### config.mk
export PLATFORM = sky130hd
export DESIGN_NAME = fetch_unit
export DESIGN_NICKNAME = d
export VERILOG_FILES = /design/src/rtl/riscv_pkg.sv /design/src/rtl/fetch_fifo.sv /design/src/rtl/fetch_unit.sv
export SDC_FILE = /design/constraint.sdc
export NUM_CORES = 1
export LEC_CHECK = 0
export CAP_MARGIN = 20
export CORE_MARGIN = 2
export CORE_UTILIZATION = 51
export DETAILED_ROUTE_END_ITERATION = 12
export PLACE_DENSITY_LB_ADDON = 0.12
export SLEW_MARGIN = 20
export SYNTH_ARGS = -nofsm -noshare
export SYNTH_HDL_FRONTEND = slang
export SYNTH_SLANG_ARGS = --single-unit
### constraint.sdc
create_clock -name clk -period 6.15 [get_ports clk]
set_clock_uncertainty 0.05 [all_clocks]
set_input_delay 0.615 -clock clk [delete_from_list [all_inputs] [get_ports clk]]
set_output_delay 0.615 -clock clk [all_outputs]
set_load 0.02 [all_outputs]
### src/rtl/riscv_pkg.sv
// riscv_pkg: shared constants and types for the instruction-fetch slice.
// Holds the machine width, the reset PC, the canonical NOP encoding, the
// fetch-queue payload and the fetch FSM state encoding.
package riscv_pkg;

    localparam int              XLEN      = 32;
    localparam logic [XLEN-1:0] RST_PC    = 32'h0000_0000;
    localparam logic [XLEN-1:0] NOP_INSTR = 32'h0000_0013;

    // One decoded-side queue entry: the instruction word and the PC it was fetched from.
    typedef struct packed {
        logic [XLEN-1:0] instr;
        logic [XLEN-1:0] pc;
    } fetch_entry_t;

    typedef enum logic [1:0] {
        BOOT  = 2'd0,
        FETCH = 2'd1,
        FULL  = 2'd2
    } fetch_state_e;

    // Instruction addresses are always word aligned; low two bits are dropped.
    function automatic logic [XLEN-1:0] word_align(input logic [XLEN-1:0] addr);
        return {addr[XLEN-1:2], 2'b00};
    endfunction

endpackage

### src/rtl/fetch_fifo.sv
// fetch_fifo: small synchronous FIFO used twice by fetch_unit, once for
// returned instruction entries and once for the addresses of granted requests.
// Depth must be a power of two; flush empties it in one cycle and a push and a
// pop may happen together at any occupancy, including when full.
module fetch_fifo
    import riscv_pkg::*;
#(
    parameter int  DEPTH = 2,
    parameter type T     = fetch_entry_t
) (
    input  logic                    clk_i,
    input  logic                    rst_i,
    input  logic                    flush_i,
    input  logic                    push_i,
    input  logic                    pop_i,
    input  T                        wdata_i,
    output T                        rdata_o,
    output logic [$clog2(DEPTH):0]  count_o
);

    localparam int          AW      = $clog2(DEPTH);
    localparam logic [AW:0] DEPTH_C = (AW+1)'(DEPTH);

    T              mem_q [DEPTH];
    logic [AW-1:0] wptr_q, wptr_d;
    logic [AW-1:0] rptr_q, rptr_d;
    logic [AW:0]   count_q, count_d;
    logic          do_push, do_pop;

    // A pop frees the head slot in the same cycle, so a full FIFO still accepts a push alongside it.
    assign do_pop  = pop_i && (count_q != '0);
    assign do_push = push_i && ((count_q != DEPTH_C) || do_pop);

    // Pointer and occupancy bookkeeping; flush discards everything regardless of push/pop.
    always_comb begin
        wptr_d  = wptr_q;
        rptr_d  = rptr_q;
        count_d = count_q;
        if (flush_i) begin
            wptr_d  = '0;
            rptr_d  = '0;
            count_d = '0;
        end else begin
            if (do_push) wptr_d = wptr_q + 1'b1;
            if (do_pop)  rptr_d = rptr_q + 1'b1;
            count_d = count_q + (AW+1)'(do_push) - (AW+1)'(do_pop);
        end
    end

    // Pointer registers with synchronous reset.
    always_ff @(posedge clk_i) begin
        if (rst_i) begin
            wptr_q  <= '0;
            rptr_q  <= '0;
            count_q <= '0;
        end else begin
            wptr_q  <= wptr_d;
            rptr_q  <= rptr_d;
            count_q <= count_d;
        end
    end

    // Payload storage needs no reset; stale slots are never read while the FIFO is empty.
    always_ff @(posedge clk_i) begin
        if (do_push && !flush_i) begin
            mem_q[wptr_q] <= wdata_i;
        end
    end

    assign rdata_o = mem_q[rptr_q];
    assign count_o = count_q;

endmodule

### src/rtl/fetch_unit.sv
// fetch_unit: instruction-fetch stage. Owns the fetch PC, issues word requests
// to instruction memory under a credit scheme (requests in flight plus queued
// entries never exceed FIFO_DEPTH), tags returning words with their address and
// hands {instr, pc, pc+4} to decode over valid/ready. A redirect from EX flushes
// the queue, marks every in-flight request for discard and restarts at target.
// Optional build macro: FETCH_PERF_CNT_EN adds perf_redirects / perf_starve.
module fetch_unit
    import riscv_pkg::*;
#(
    parameter int              FIFO_DEPTH   = 2,
    parameter logic [XLEN-1:0] RESET_VECTOR = RST_PC
) (
    input  logic        clk,
    input  logic        rst,
    input  logic        pcsrc,
    input  logic [31:0] pc_target,
    output logic        imem_req,
    output logic [31:0] imem_addr,
    input  logic        imem_gnt,
    input  logic        imem_rvalid,
    input  logic [31:0] imem_rdata,
    output logic        if_valid,
    input  logic        if_ready,
    output logic [31:0] if_instr,
    output logic [31:0] if_pc,
    output logic [31:0] if_pc_plus4
`ifdef FETCH_PERF_CNT_EN
    ,
    output logic [31:0] perf_redirects,
    output logic [31:0] perf_starve
`endif
);

    localparam int          CW      = $clog2(FIFO_DEPTH) + 1;
    localparam logic [CW:0] DEPTH_W = (CW+1)'(FIFO_DEPTH);

    fetch_state_e    state_q, state_d;
    logic [XLEN-1:0] fetch_pc_q, fetch_pc_d;
    logic [CW-1:0]   outstanding_q, outstanding_d;
    logic [CW-1:0]   discard_q, discard_d;

    logic [CW-1:0]   occupancy, occupancy_next, tag_count;
    logic [CW:0]     used_now, used_next;
    fetch_entry_t    head_entry, push_entry;
    logic [XLEN-1:0] tag_pc;
    logic            pop, gnt_fire, rv_fire, rv_keep;
    logic            credit_ok, all_in_flight, data_empty;

    // Handshake qualifiers. The entry handed to decode this cycle returns its credit
    // immediately, which is what lets fetch sustain one instruction per cycle.
    assign pop       = if_valid && if_ready;
    assign used_now  = {1'b0, outstanding_q} + {1'b0, occupancy};
    assign credit_ok = used_now < (DEPTH_W + (CW+1)'(pop));
    assign imem_req  = (state_q == FETCH) && credit_ok;
    assign gnt_fire  = imem_req && imem_gnt;
    assign rv_fire   = imem_rvalid && (outstanding_q != '0);
    assign rv_keep   = rv_fire && (discard_q == '0) && !pcsrc;

    // Credit accounting after this cycle's grant/response/pop/redirect.
    assign outstanding_d  = outstanding_q + CW'(gnt_fire) - CW'(rv_fire);
    assign occupancy_next = pcsrc ? '0 : (occupancy + CW'(rv_keep) - CW'(pop));
    assign used_next      = {1'b0, outstanding_d} + {1'b0, occupancy_next};
    assign all_in_flight  = (used_next == DEPTH_W) && (occupancy_next == '0);

    // Next-state logic: FULL means every credit sits in memory, so nothing in this
    // stage can free one until a response comes back; a redirect always resumes FETCH.
    always_comb begin
        state_d = state_q;
        unique case (state_q)
            BOOT:    state_d = FETCH;
            FETCH:   state_d = all_in_flight ? FULL : FETCH;
            FULL:    state_d = all_in_flight ? FULL : FETCH;
            default: state_d = BOOT;
        endcase
        if (pcsrc && (state_q != BOOT)) begin
            state_d = FETCH;
        end
    end

    // Fetch PC and discard bookkeeping. On redirect every request still in flight,
    // including one granted this very cycle, must have its response thrown away.
    always_comb begin
        fetch_pc_d = fetch_pc_q;
        discard_d  = discard_q;
        if (pcsrc) begin
            fetch_pc_d = word_align(pc_target);
            discard_d  = outstanding_d;
        end else begin
            if (gnt_fire) begin
                fetch_pc_d = fetch_pc_q + 32'd4;
            end
            if (rv_fire && (discard_q != '0)) begin
                discard_d = discard_q - 1'b1;
            end
        end
    end

    // Control registers with synchronous reset.
    always_ff @(posedge clk) begin
        if (rst) begin
            state_q       <= BOOT;
            fetch_pc_q    <= RESET_VECTOR;
            outstanding_q <= '0;
            discard_q     <= '0;
        end else begin
            state_q       <= state_d;
            fetch_pc_q    <= fetch_pc_d;
            outstanding_q <= outstanding_d;
            discard_q     <= discard_d;
        end
    end

    // Addresses of granted, non-discarded requests, oldest first; each kept response pops one.
    fetch_fifo #(
        .DEPTH (FIFO_DEPTH),
        .T     (logic [XLEN-1:0])
    ) u_tag_fifo (
        .clk_i   (clk),
        .rst_i   (rst),
        .flush_i (pcsrc),
        .push_i  (gnt_fire),
        .pop_i   (rv_keep),
        .wdata_i (fetch_pc_q),
        .rdata_o (tag_pc),
        .count_o (tag_count)
    );

    assign push_entry = '{instr: imem_rdata, pc: tag_pc};

    // Instruction queue feeding decode; written one cycle before it becomes visible.
    fetch_fifo #(
        .DEPTH (FIFO_DEPTH),
        .T     (fetch_entry_t)
    ) u_data_fifo (
        .clk_i   (clk),
        .rst_i   (rst),
        .flush_i (pcsrc),
        .push_i  (rv_keep),
        .pop_i   (pop),
        .wdata_i (push_entry),
        .rdata_o (head_entry),
        .count_o (occupancy)
    );

    assign data_empty  = (occupancy == '0);
    assign if_valid    = !data_empty;
    assign if_instr    = data_empty ? NOP_INSTR : head_entry.instr;
    assign if_pc       = data_empty ? '0 : head_entry.pc;
    assign if_pc_plus4 = if_pc + 32'd4;
    assign imem_addr   = fetch_pc_q;

    // Protocol and bookkeeping checks; they never influence the datapath.
    always_ff @(posedge clk) begin
        if (!rst) begin
            assert (!(imem_rvalid && (outstanding_q == '0)))
                else $error("fetch_unit: imem_rvalid with no outstanding request");
            assert (tag_count == (outstanding_q - discard_q))
                else $error("fetch_unit: tag queue out of step with outstanding count");
        end
    end

`ifdef FETCH_PERF_CNT_EN
    logic [31:0] redirects_q, redirects_d;
    logic [31:0] starve_q, starve_d;

    // Saturating event counters: redirects seen and cycles decode waited on fetch.
    always_comb begin
        redirects_d = redirects_q;
        starve_d    = starve_q;
        if (pcsrc && (redirects_q != '1)) begin
            redirects_d = redirects_q + 32'd1;
        end
        if (if_ready && !if_valid && (starve_q != '1)) begin
            starve_d = starve_q + 32'd1;
        end
    end

    // Counter registers with synchronous reset.
    always_ff @(posedge clk) begin
        if (rst) begin
            redirects_q <= '0;
            starve_q    <= '0;
        end else begin
            redirects_q <= redirects_d;
            starve_q    <= starve_d;
        end
    end

    assign perf_redirects = redirects_q;
    assign perf_starve    = starve_q;
`endif

endmodule

==> metrics list <==
- CTS HTree Levels: 1
* Post-cts resize count: 0
* Largest vdd supply drop: 0.203 mV
- Antenna violations before repair: 0
- Dividing the final minimum period by the clock period gives 0.822.
* Number of design rule violations left after detail routing: 0
- Dpl ws: 1550 ps
* Vert. Die Dim: 146 um
* Post-synth ARST share: 0
* Final-report max-slew violation count: 0
- The run finished with clean final reports.
- Buffers added on ports: 191
* Post-layout worst setup margin: 1090 ps
- STA classifies the critical path startpoint as a flop.
- At the worst endpoint, the arrival time is 4390 ps.
* Part of the Yosys area used for sequential elements: 0.631
- Main flop type after synthesis: sky130_fd_sc_hd__edfxtp_1
- CP max FO: 44
- Top post-synthesis cells by area: sky130_fd_sc_hd__edfxtp_1 54%, sky130_fd_sc_hd__dfxtp_1 9.0%, sky130_fd_sc_hd__mux2i_1 6.0%
* Leak pwr: 4.32 nW
- Mean instance size in the synthesized netlist: 12.9 um2
- Post-CTS setup buffer count: 0
- Entering global routing, the biggest net connects 63 pins.
- Clock latency on the worst-skew pair, taken at its later pin, is 500 ps.
* Count of flip-flops with a built-in enable after synthesis: 184
* Number of register bits inferred by synthesis: 230
* RSZ-0062 raised after global routing: no
- Design Area, Final: 13100 um2
- Number of global-route vias before repair: 6532
* FF-to-FF Start: u_data_fifo.count_o[0]$_SDFF_PP0_
- Crit Reg-Reg Endpoint: state_q[0]$_SDFF_PP0_
* Overall via count from detail_route: 6733
- Wire length of the first global-routing pass: 34100 um
- For this run, the post-layout net count is 1066.
* Cell family contributing the most delay on the critical path: buffers and inverters
- Total length of routed wires: 21200 um
- Number of buffers on the longest clock path: 3
- Once placement finished, the instance area stood at 12400 um2.
- Detailed Routing Iterations Pass 1: 5
* Number of nets with antenna violations after routing: 0
- Gr usage total: 0.197
- For this design the ratio of total power to cell area is 289 nW/um2.
- The Yosys step of the flow raised 0 warnings.
* Clk sink count: 230
* Worst-path cell with the longest stage delay: sky130_fd_sc_hd__dfxtp_4
* Average vias per placed instance: 5.35
* Area share of the leading cell type in the synthesized netlist: 0.541
- Io pins: 200
- Cell taking the most area after synthesis: sky130_fd_sc_hd__edfxtp_1
* Synthesized netlist cell count: 793
* Number of buffers added by the clock tree synthesis step: 23
* RePlAce Congestion: 0.798
- Headroom to the max-slew limit came out at 0.444.
* Design Power: 3.78 mW
- Area of the mapped netlist: 10200 um2
* DRC marker count from the first detailed-route iteration: 361
- Starting density of the core: 0.521
* Clock period minus final worst setup slack: 5060 ps
- Count of cells along the worst register-to-register path: 15
* Total Die Area: 21200 um2
* Core outline area: 19600 um2
- Unique cell type count in the Yosys netlist: 51
- The number of buffers and inverters on the critical path is 2.
* Setup violations, final: 0
- At the worst endpoint, the required time is 5480 ps.
* Setup crit end: if_pc_plus4[30]
- Relative to the synthesized area, the layout overhead comes to 28.0%.
- Ratio of cells with drive above 1 in the final layout: 0.0795
- The path class of the tightest hold or removal check is flop to flop.
- In this run the number of cells on the critical path is 10.
- Count of max-cap constraint violations: 0
- Category of the most critical setup path: flop to output port
* Site Rows: 51
- Endpoint kind of the worst setup timing path: output port
- Clock edge transition at the registers on the reported setup and hold paths: 60 ps
- The root buffer cell chosen for the clock tree is sky130_fd_sc_hd__clkbuf_16.
- For this run the aggregate overflow at the end of global routing stands at 0.
- The number of hold violations in the final report came to 0.
* Max incr delay on CP: 840 ps
* R2R Setup Slk: 2420 ps
- Count of hold-fix buffers inserted at cts: 0
- Cell chain of the critical path: buf_4, mux2i_1, nor2_1, ha_1, o21ai_0, a211oi_1, nand4_1, nor4_1, xor2_1, clkdlybuf4s50_1
* Total half-perimeter wirelength after legalization and detailed placement: 14700 um
- Setup tns final: 0 ps
- Actual slew at the worst max-slew pin: 831 ps
* Clock tree from TritonCTS: yes
* Die Wd: 146 um
* Routed WL per cell: 16.9 um
- Count of antenna diodes in the layout: 0
* Post-route worst hold slack: 464 ps
- Timing would allow up to 198 MHz.
[how the worst min path moves through the flow]
stage / endpoint / startpoint / depth (start not counted) / slack [ps]
after floorplan: flop / u_data_fifo.rptr_q$_SDFFE_PP0P_ / 2 / 420
final: u_data_fifo.rptr_q$_SDFFE_PP0P_ / u_data_fifo.rptr_q$_SDFFE_PP0P_ / 2 / 460
after global routing: u_tag_fifo.mem_q[1][30]$_DFFE_PP_ / imem_addr[30]$_SDFFE_PP0P_ / 0 / 510
after CTS: u_data_fifo.rptr_q$_SDFFE_PP0P_ / u_data_fifo.rptr_q$_SDFFE_PP0P_ / 2 / 460
after detailed placement: u_data_fifo.rptr_q$_SDFFE_PP0P_ / u_data_fifo.rptr_q$_SDFFE_PP0P_ / 2 / 450
after global placement: u_data_fifo.rptr_q$_SDFFE_PP0P_ / u_data_fifo.rptr_q$_SDFFE_PP0P_ / 2 / 440
[worst reg2reg max path, stage by stage (launching register included)]
cell and delay, ps:
sky130_fd_sc_hd__dfxtp_1 520, sky130_fd_sc_hd__ha_1 230, sky130_fd_sc_hd__fa_1 430, sky130_fd_sc_hd__o21ai_0 200
sky130_fd_sc_hd__nand2_1 190, sky130_fd_sc_hd__ha_1 320, sky130_fd_sc_hd__inv_1 40, sky130_fd_sc_hd__ha_1 170
sky130_fd_sc_hd__xnor2_1 130, sky130_fd_sc_hd__xnor2_1 180, sky130_fd_sc_hd__fa_1 440, sky130_fd_sc_hd__nor2_1 120
sky130_fd_sc_hd__o2111ai_1 180, sky130_fd_sc_hd__a21oi_1 200, sky130_fd_sc_hd__o22ai_1 90, sky130_fd_sc_hd__nor2b_1 140
[cell families after synthesis]
group / synth area share
XOR/XNOR: 0.0468
flip-flops: 0.631
AND/OR/NAND/NOR: 0.129
adder cells (fa/ha/maj): 0.0235
buffers and inverters: 0.0289
multiplexers: 0.0939
other: 0.000367
AO/OA/AOI/OAI: 0.0459
[registers in the layout, indices dropped and copies added, names as in the netlist, 2 cells and up, named ones only]
name and cells:
state_q 2, outstanding_q 2, u_tag_fifo.count_o 2, u_data_fifo.count_o 2
discard_q 2, imem_addr 30, u_data_fifo.mem_q 124, u_tag_fifo.mem_q 60
[where the power goes]
group          total [mW]  switching, mW  internal (mW)
registers            1.86         0.0619           1.80
clock network        1.32          0.542          0.776
logic               0.599          0.339          0.260
[final cells by class]
cell class	instances	area, um2
Fill cell	1506	6520
Sequential cell	230	6450
Multi-Input combinational cell	499	3510
Timing Repair Buffer	200	1980
Clock buffer	33	613
Tap cell	265	332
Clock inverter	8	92.6
Inverter	24	90.1
[synth_stat cells, types with 9 or more instances]
cell type and instances:
sky130_fd_sc_hd__nor3_1 25, sky130_fd_sc_hd__clkbuf_1 26, sky130_fd_sc_hd__inv_1 24, sky130_fd_sc_hd__nand3_1 24
sky130_fd_sc_hd__nor2b_1 9, sky130_fd_sc_hd__nor4_1 16, sky130_fd_sc_hd__ha_1 16, sky130_fd_sc_hd__mux2i_1 61
sky130_fd_sc_hd__mux2_2 31, sky130_fd_sc_hd__dfxtp_1 46, sky130_fd_sc_hd__xnor2_1 27, sky130_fd_sc_hd__edfxtp_1 184
sky130_fd_sc_hd__xor2_1 25, sky130_fd_sc_hd__nand2_1 33, sky130_fd_sc_hd__a211oi_1 19, sky130_fd_sc_hd__nor2_1 104
sky130_fd_sc_hd__nand4_1 9
[routing by layer]
metal / GRT usage / vias to the layer above / share of wire
li1: - / 3302 / -
met4: 0.0402 / 0 / 0.010
met1: 0.283 / 3181 / 0.47
met2: 0.314 / 231 / 0.45
met3: 0.0411 / 19 / 0.068
met5: 0 / - / 0
[stage by stage]
step	std cells	util
floorplan	798	-
global placement	1218	0.631
detailed placement	1218	0.631
CTS	1259	0.667
global route	1259	0.667
finish	1259	0.667
[layout by cell type, fill, tap and decap left out, types with 7 or more instances in the layout]
master,count
sky130_fd_sc_hd__a211oi_1,19
sky130_fd_sc_hd__a311oi_1,8
sky130_fd_sc_hd__and4_1,7
sky130_fd_sc_hd__buf_4,9
sky130_fd_sc_hd__clkbuf_1,10
sky130_fd_sc_hd__clkbuf_16,23
sky130_fd_sc_hd__clkdlybuf4s50_1,191
sky130_fd_sc_hd__dfxtp_1,45
sky130_fd_sc_hd__edfxtp_1,184
sky130_fd_sc_hd__ha_1,16
sky130_fd_sc_hd__inv_1,24
sky130_fd_sc_hd__mux2_2,31
sky130_fd_sc_hd__mux2i_1,61
sky130_fd_sc_hd__nand2_1,33
sky130_fd_sc_hd__nand3_1,24
sky130_fd_sc_hd__nand3b_1,7
sky130_fd_sc_hd__nand4_1,9
sky130_fd_sc_hd__nor2_1,103
sky130_fd_sc_hd__nor2b_1,8
sky130_fd_sc_hd__nor3_1,24
sky130_fd_sc_hd__nor4_1,16
sky130_fd_sc_hd__o31ai_1,7
sky130_fd_sc_hd__or4_1,8
sky130_fd_sc_hd__xnor2_1,27
sky130_fd_sc_hd__xor2_1,25
Power figures use the tool's default switching activity.
==> RTL edit 1 (same settings) <==
The option `FETCH_PERF_CNT_EN` is turned on by a define.
--- a/src/rtl/fetch_unit.sv
+++ b/src/rtl/fetch_unit.sv
@@ -4,6 +4,8 @@
 // hands {instr, pc, pc+4} to decode over valid/ready. A redirect from EX flushes
 // the queue, marks every in-flight request for discard and restarts at target.
 // Optional build macro: FETCH_PERF_CNT_EN adds perf_redirects / perf_starve.
+`define FETCH_PERF_CNT_EN
+
 module fetch_unit
     import riscv_pkg::*;
 #(
Check against the original RTL (old outputs only; new: perf_redirects and perf_starve): equivalent (equiv_simple and equiv_induct, registers matched by name and starting in step).
==> RTL edit 1 against the unedited design <==
- global-route usage is 1.2 points higher
- final area grew 31%
- wire length is 39% higher
- critical path depth unchanged
- register-to-register slack got worse by 0.11 ns
- worst hold slack got worse by 0.0094 ns
- sequential cell count rose by 64
- utilization shrank 0.48 points
- synthesized area grew 30%
- clock power rose by 37%
- worst setup slack improved by 0.51 ns
- total power grew 23%
- synthesized cell count rose by 41%
- critical path type unchanged
- critical endpoint is now if_pc_plus4[16]
==> RTL edit 1: results (changes against the unedited design) <==
clk_latency_ns: 0.54  # was 0.50 ns
grt_pass1_wl_mm: 45.6  # was 34.1 mm
ys_types: 71  # was 51
grt_use_total_pct: 20.9  # was 19.7%
cp_slowest_cell: "clkdlybuf4s50_1"  # was dfxtp_4
routed-wl-met3_mm: 1.86  # was 1.45 mm
leakage_nw: 5.80  # was 4.32 nW
total_power_w: 0.00466  # was 0.00378 W
finalNonFillerCells: 1735  # was 1259
place_ws_ns: 1.91  # was 1.55 ns
netlist_instances: 1122  # was 793
dp_cells: 1678  # was 1218
drt_iter0_drc: 388  # was 361
ys_seq_area_share_pct: 58.1  # was 63.1%
powerComb_w: 0.000594  # was 0.000599 W
outcome: "finished clean"  # unchanged
slew_headroom_pct: 30.4  # was 44.4%
nNetsFinal: 1465  # was 1066
yosys-top-cells-area: "edfxtp_1 (42%), dfxtp_1 (17%), mux2i_1 (5.5%)"  # was edfxtp_1 (54%), dfxtp_1 (9.0%), mux2i_1 (6.0%)
grt_pass1_vias: 8810  # was 6532
wl_met1_mm: 12.7  # was 9.97 mm
met2WireLength_mm: 14.0  # was 9.62 mm
drive_gt1_share_pct: 9.79  # was 7.95%
use_met3_pct: 5.00  # was 4.11%
critical_path.max_fanout: 23  # was 44
p_sw_w: 0.00114  # was 0.000943 W
antenna_found_initial: 3  # was 0
[RTL edit 1: cell count changes in the layout (fill, tap and decap cells not counted), moves of 16 or more]
cell             unedited run  this run
clkdlybuf4s50_1           191       254
nand4_1                     9        31
nor2_1                    103       160
nand2_1                    33        63
xnor2_1                    27        64
nand3_1                    24        48
xor2_1                     25        55
a21oi_1                     5        21
dfxtp_1                    45       109
[RTL edit 1: path summary, 6_finish.rpt]
| kind | from | endpoint | slack, ns | cells after the start |
|---|---|---|---|---|
| max | u_data_fifo.count_o[1]$_SDFF_PP0_ | if_pc_plus4[16] | 1.61 | 10 |
| min | perf_redirects[21]$_SDFFE_PP0P_ | perf_redirects[21]$_SDFFE_PP0P_ | 0.45 | 2 |
| max reg2reg | u_data_fifo.count_o[0]$_SDFF_PP0_ | state_q[0]$_SDFF_PP0_ | 2.31 | 17 |
| min reg2reg | perf_redirects[21]$_SDFFE_PP0P_ | perf_redirects[21]$_SDFFE_PP0P_ | 0.45 | 2 |
[RTL edit 1: cells by family after synthesis]
| family | share of synthesized area (%) |
|---|---|
| fa+ha+maj | 1.99 |
| mux | 8.13 |
| simple gates | 17.2 |
| other cells | 0.0282 |
| xor+xnor | 8.00 |
| buf+inv | 3.02 |
| flops | 58.1 |
| compound gates | 3.55 |
[RTL edit 1: layout make-up]
class	instances	area, um2	area share (%)
sequential	294	7730	45.2
timing repair buffer	265	2620	15.3
tap	335	419	2.45
clock inverter	14	133	0.775
inverter	35	131	0.768
multi-input combinational	749	5210	30.4
clock buffer	42	867	5.07
antenna	1	2.50	0.0146
[RTL edit 1: worst min-delay path, stage by stage (launching register included)]
cell	delay [ns]
dfxtp_1	0.33
o21ai_0	0.07
a21oi_1	0.06
==> RTL edit 2 (config.mk and constraints unchanged) <==
Without the edit above. Encoding of `fetch_state_e`: now one-hot (3 bits for 3 states).
--- a/src/rtl/riscv_pkg.sv
+++ b/src/rtl/riscv_pkg.sv
@@ -13,10 +13,10 @@
         logic [XLEN-1:0] pc;
     } fetch_entry_t;
 
-    typedef enum logic [1:0] {
-        BOOT  = 2'd0,
-        FETCH = 2'd1,
-        FULL  = 2'd2
+    typedef enum logic [2:0] {
+        BOOT  = 3'b001,
+        FETCH = 3'b010,
+        FULL  = 3'b100
     } fetch_state_e;
 
     // Instruction addresses are always word aligned; low two bits are dropped.
Formal check against the unedited RTL: same outputs for any inputs over 4 cycles, from zero or initial values and one cycle with rst high; so few cycles prove little.
==> RTL edit 2 against the unedited design <==
- worst setup slack gained 0.022 ns
- total power grew 0.43%
- sequential power shrank 2%
- sequential cell count grew 1
- utilization grew 1.1 points
- via count shrank 1.5%
- final area grew 2.0%
- wire length grew 0.85%
- synthesized cell count shrank 0.88%
- synthesized area grew 0.75%
- largest cell class unchanged
==> RTL edit 2: results (changes against the unedited design) <==
leakage_nw: 4.46  # was 4.32 nW
slew_headroom_pct: 37.3  # was 44.4%
path_clk_slew_ns: 0.06  # about the same
via_count: 6632  # was 6733
ys_types: 62  # was 51
critical_path.max_fanout: 56  # was 44
diodes: 0  # unchanged
post_cts_resized: 0  # unchanged
routed-wl-met3_mm: 1.32  # was 1.45 mm
wl_met1_mm: 9.87  # was 9.97 mm
met2WireLength_mm: 9.63  # was 9.62 mm
dpl-instance-area_um2: 12500  # was 12400 um2
htree_levels: 1  # unchanged
drt_iter0_drc: 406  # was 361
use_met3_pct: 3.53  # was 4.11%
numPortBuffers: 191  # unchanged
use_met2_pct: 31.1  # was 31.4%
drive_gt1_share_pct: 11.2  # was 7.95%
cts_root_buffer: "clkbuf_16"  # unchanged
grt_max_degree: 57  # was 63
ys_top_cells_by_count: "edfxtp_1 (184), nor2_1 (101), mux2i_1 (63), xnor2_1 (49), dfxtp_1 (47)"  # was edfxtp_1 (184), nor2_1 (104), mux2i_1 (61), dfxtp_1 (46), nand2_1 (33)
grt_use_total_pct: 19.6  # was 19.7%
outcome: "finished clean"  # unchanged
gp_congestion: 0.810  # was 0.798
clk_latency_ns: 0.51
path_delay_family: "simple AND/OR/NAND/NOR gates"  # was buffers and inverters
synth_edf_count: 184  # unchanged
fill_cells: 1458  # was 1506
grt_pass1_wl_mm: 33.6  # was 34.1 mm
busiest_layer: "met2"  # unchanged
ir_worst_vdd_mv: 0.246  # was 0.203 mV
wl_per_cell_um: 16.9  # about the same
drtPass1Iterations: 5  # unchanged
yosys-top-cells-area: "edfxtp_1 (54%), dfxtp_1 (9.1%), mux2i_1 (6.1%)"  # was edfxtp_1 (54%), dfxtp_1 (9.0%), mux2i_1 (6.0%)
cp_slowest_stage_delay_ns: 0.91  # was 0.84 ns
met1_usage_pct: 27.5  # was 28.3%
netlist_instances: 786  # was 793
post-cts-setup-buffers: 0  # unchanged
cp_slowest_cell: "dfxtp_4"  # unchanged
nNetsFinal: 1067  # was 1066
place_hpwl_mm: 14.9  # was 14.7 mm
cts_made_buffers: 24  # was 23
antenna_found_initial: 0  # unchanged
grt_pass1_vias: 6374  # was 6532
ys_seq_area_share_pct: 62.8  # was 63.1%
largest_register_ffs: 124  # unchanged
-- RTL edit 2: cell count changes after synthesis, sizes merged, moves of 6 or more --
| cell | before | now |
|---|---|---|
| inv | 24 | 31 |
| o31ai | 7 | 0 |
| clkbuf | 27 | 17 |
| xnor2 | 27 | 49 |
| and4 | 7 | 1 |
| or4 | 8 | 1 |
| a311oi | 8 | 1 |
| xor2 | 25 | 18 |
-- RTL edit 2: cell type report --
type | instances | area (um2) | share of cell area, %
Inverter | 32 | 120 | 0.901
Multi-Input combinational cell | 490 | 3540 | 26.5
Clock buffer | 30 | 684 | 5.14
Clock inverter | 14 | 180 | 1.35
Sequential cell | 231 | 6470 | 48.6
Timing Repair Buffer | 203 | 2000 | 15.0
Tap cell | 265 | 332 | 2.49
-- RTL edit 2: kinds of logic after synthesis --
logic type / Yosys count / share of synthesized area, %
AOI/OAI and AO/OA: 53 / 3.56
xor gates and xnor gates: 67 / 5.70
adders and majority gates: 15 / 1.97
buffers and inverters: 70 / 3.19
DFF: 231 / 62.8
muxes: 96 / 9.74
other: 1 / 0.0364
and+or+nand+nor: 253 / 13.0
-- RTL edit 2: report_power, final --
| part | leakage [nW] | total [W] | switching (W) | internal, W |
|---|---|---|---|---|
| registers | 2.06 | 0.00182 | 0.0000531 | 0.00176 |
| logic | 1.98 | 0.000450 | 0.000246 | 0.000204 |
| clock network | 0.423 | 0.00153 | 0.000576 | 0.000957 |
| total | 4.46 | 0.00380 | 0.000875 | 0.00292 |
-- RTL edit 2: final timing paths --
path,startpoint,endpoint,slack (ns),depth (start not counted)
worst max-delay path,flop,if_pc_plus4[30],1.12,10
worst min-delay path,u_data_fifo.rptr_q$_SDFFE_PP0P_,flop,0.45,2
worst min register to register,u_data_fifo.rptr_q$_SDFFE_PP0P_,flop,0.45,2
worst max register to register,u_data_fifo.count_o[0]$_SDFF_PP0_,state_q[1]$_SDFF_PP0_,2.42,14
-- RTL edit 2: worst min-delay path, delay by kind of cell (launching register included) --
| kind | cells | cell delay [ns] |
|---|---|---|
| flip-flops | 1 | 0.32 |
| AND/OR/NAND/NOR | 1 | 0.08 |
| XOR/XNOR | 1 | 0.07 |
-- RTL edit 2: stage by stage --
| step | total power, W | utilization, % | cells | setup WS, ns | hold slack, ns |
|---|---|---|---|---|---|
| 6_report | 0.00380 | 67.8 | 1265 | 1.12 | 0.445 |
| 5_1_grt | 0.00394 | 67.8 | 1265 | 0.906 | 0.478 |
| 4_1_cts | 0.00384 | 67.8 | 1265 | 1.12 | 0.454 |
| 3_5_place_dp | 0.00230 | 63.4 | 1221 | 1.66 | 0.446 |
| 3_3_place_gp | 0.00229 | 63.4 | 1221 | 1.71 | 0.439 |
| 2_1_floorplan | 0.00211 | - | 791 | 1.59 | 0.422 |
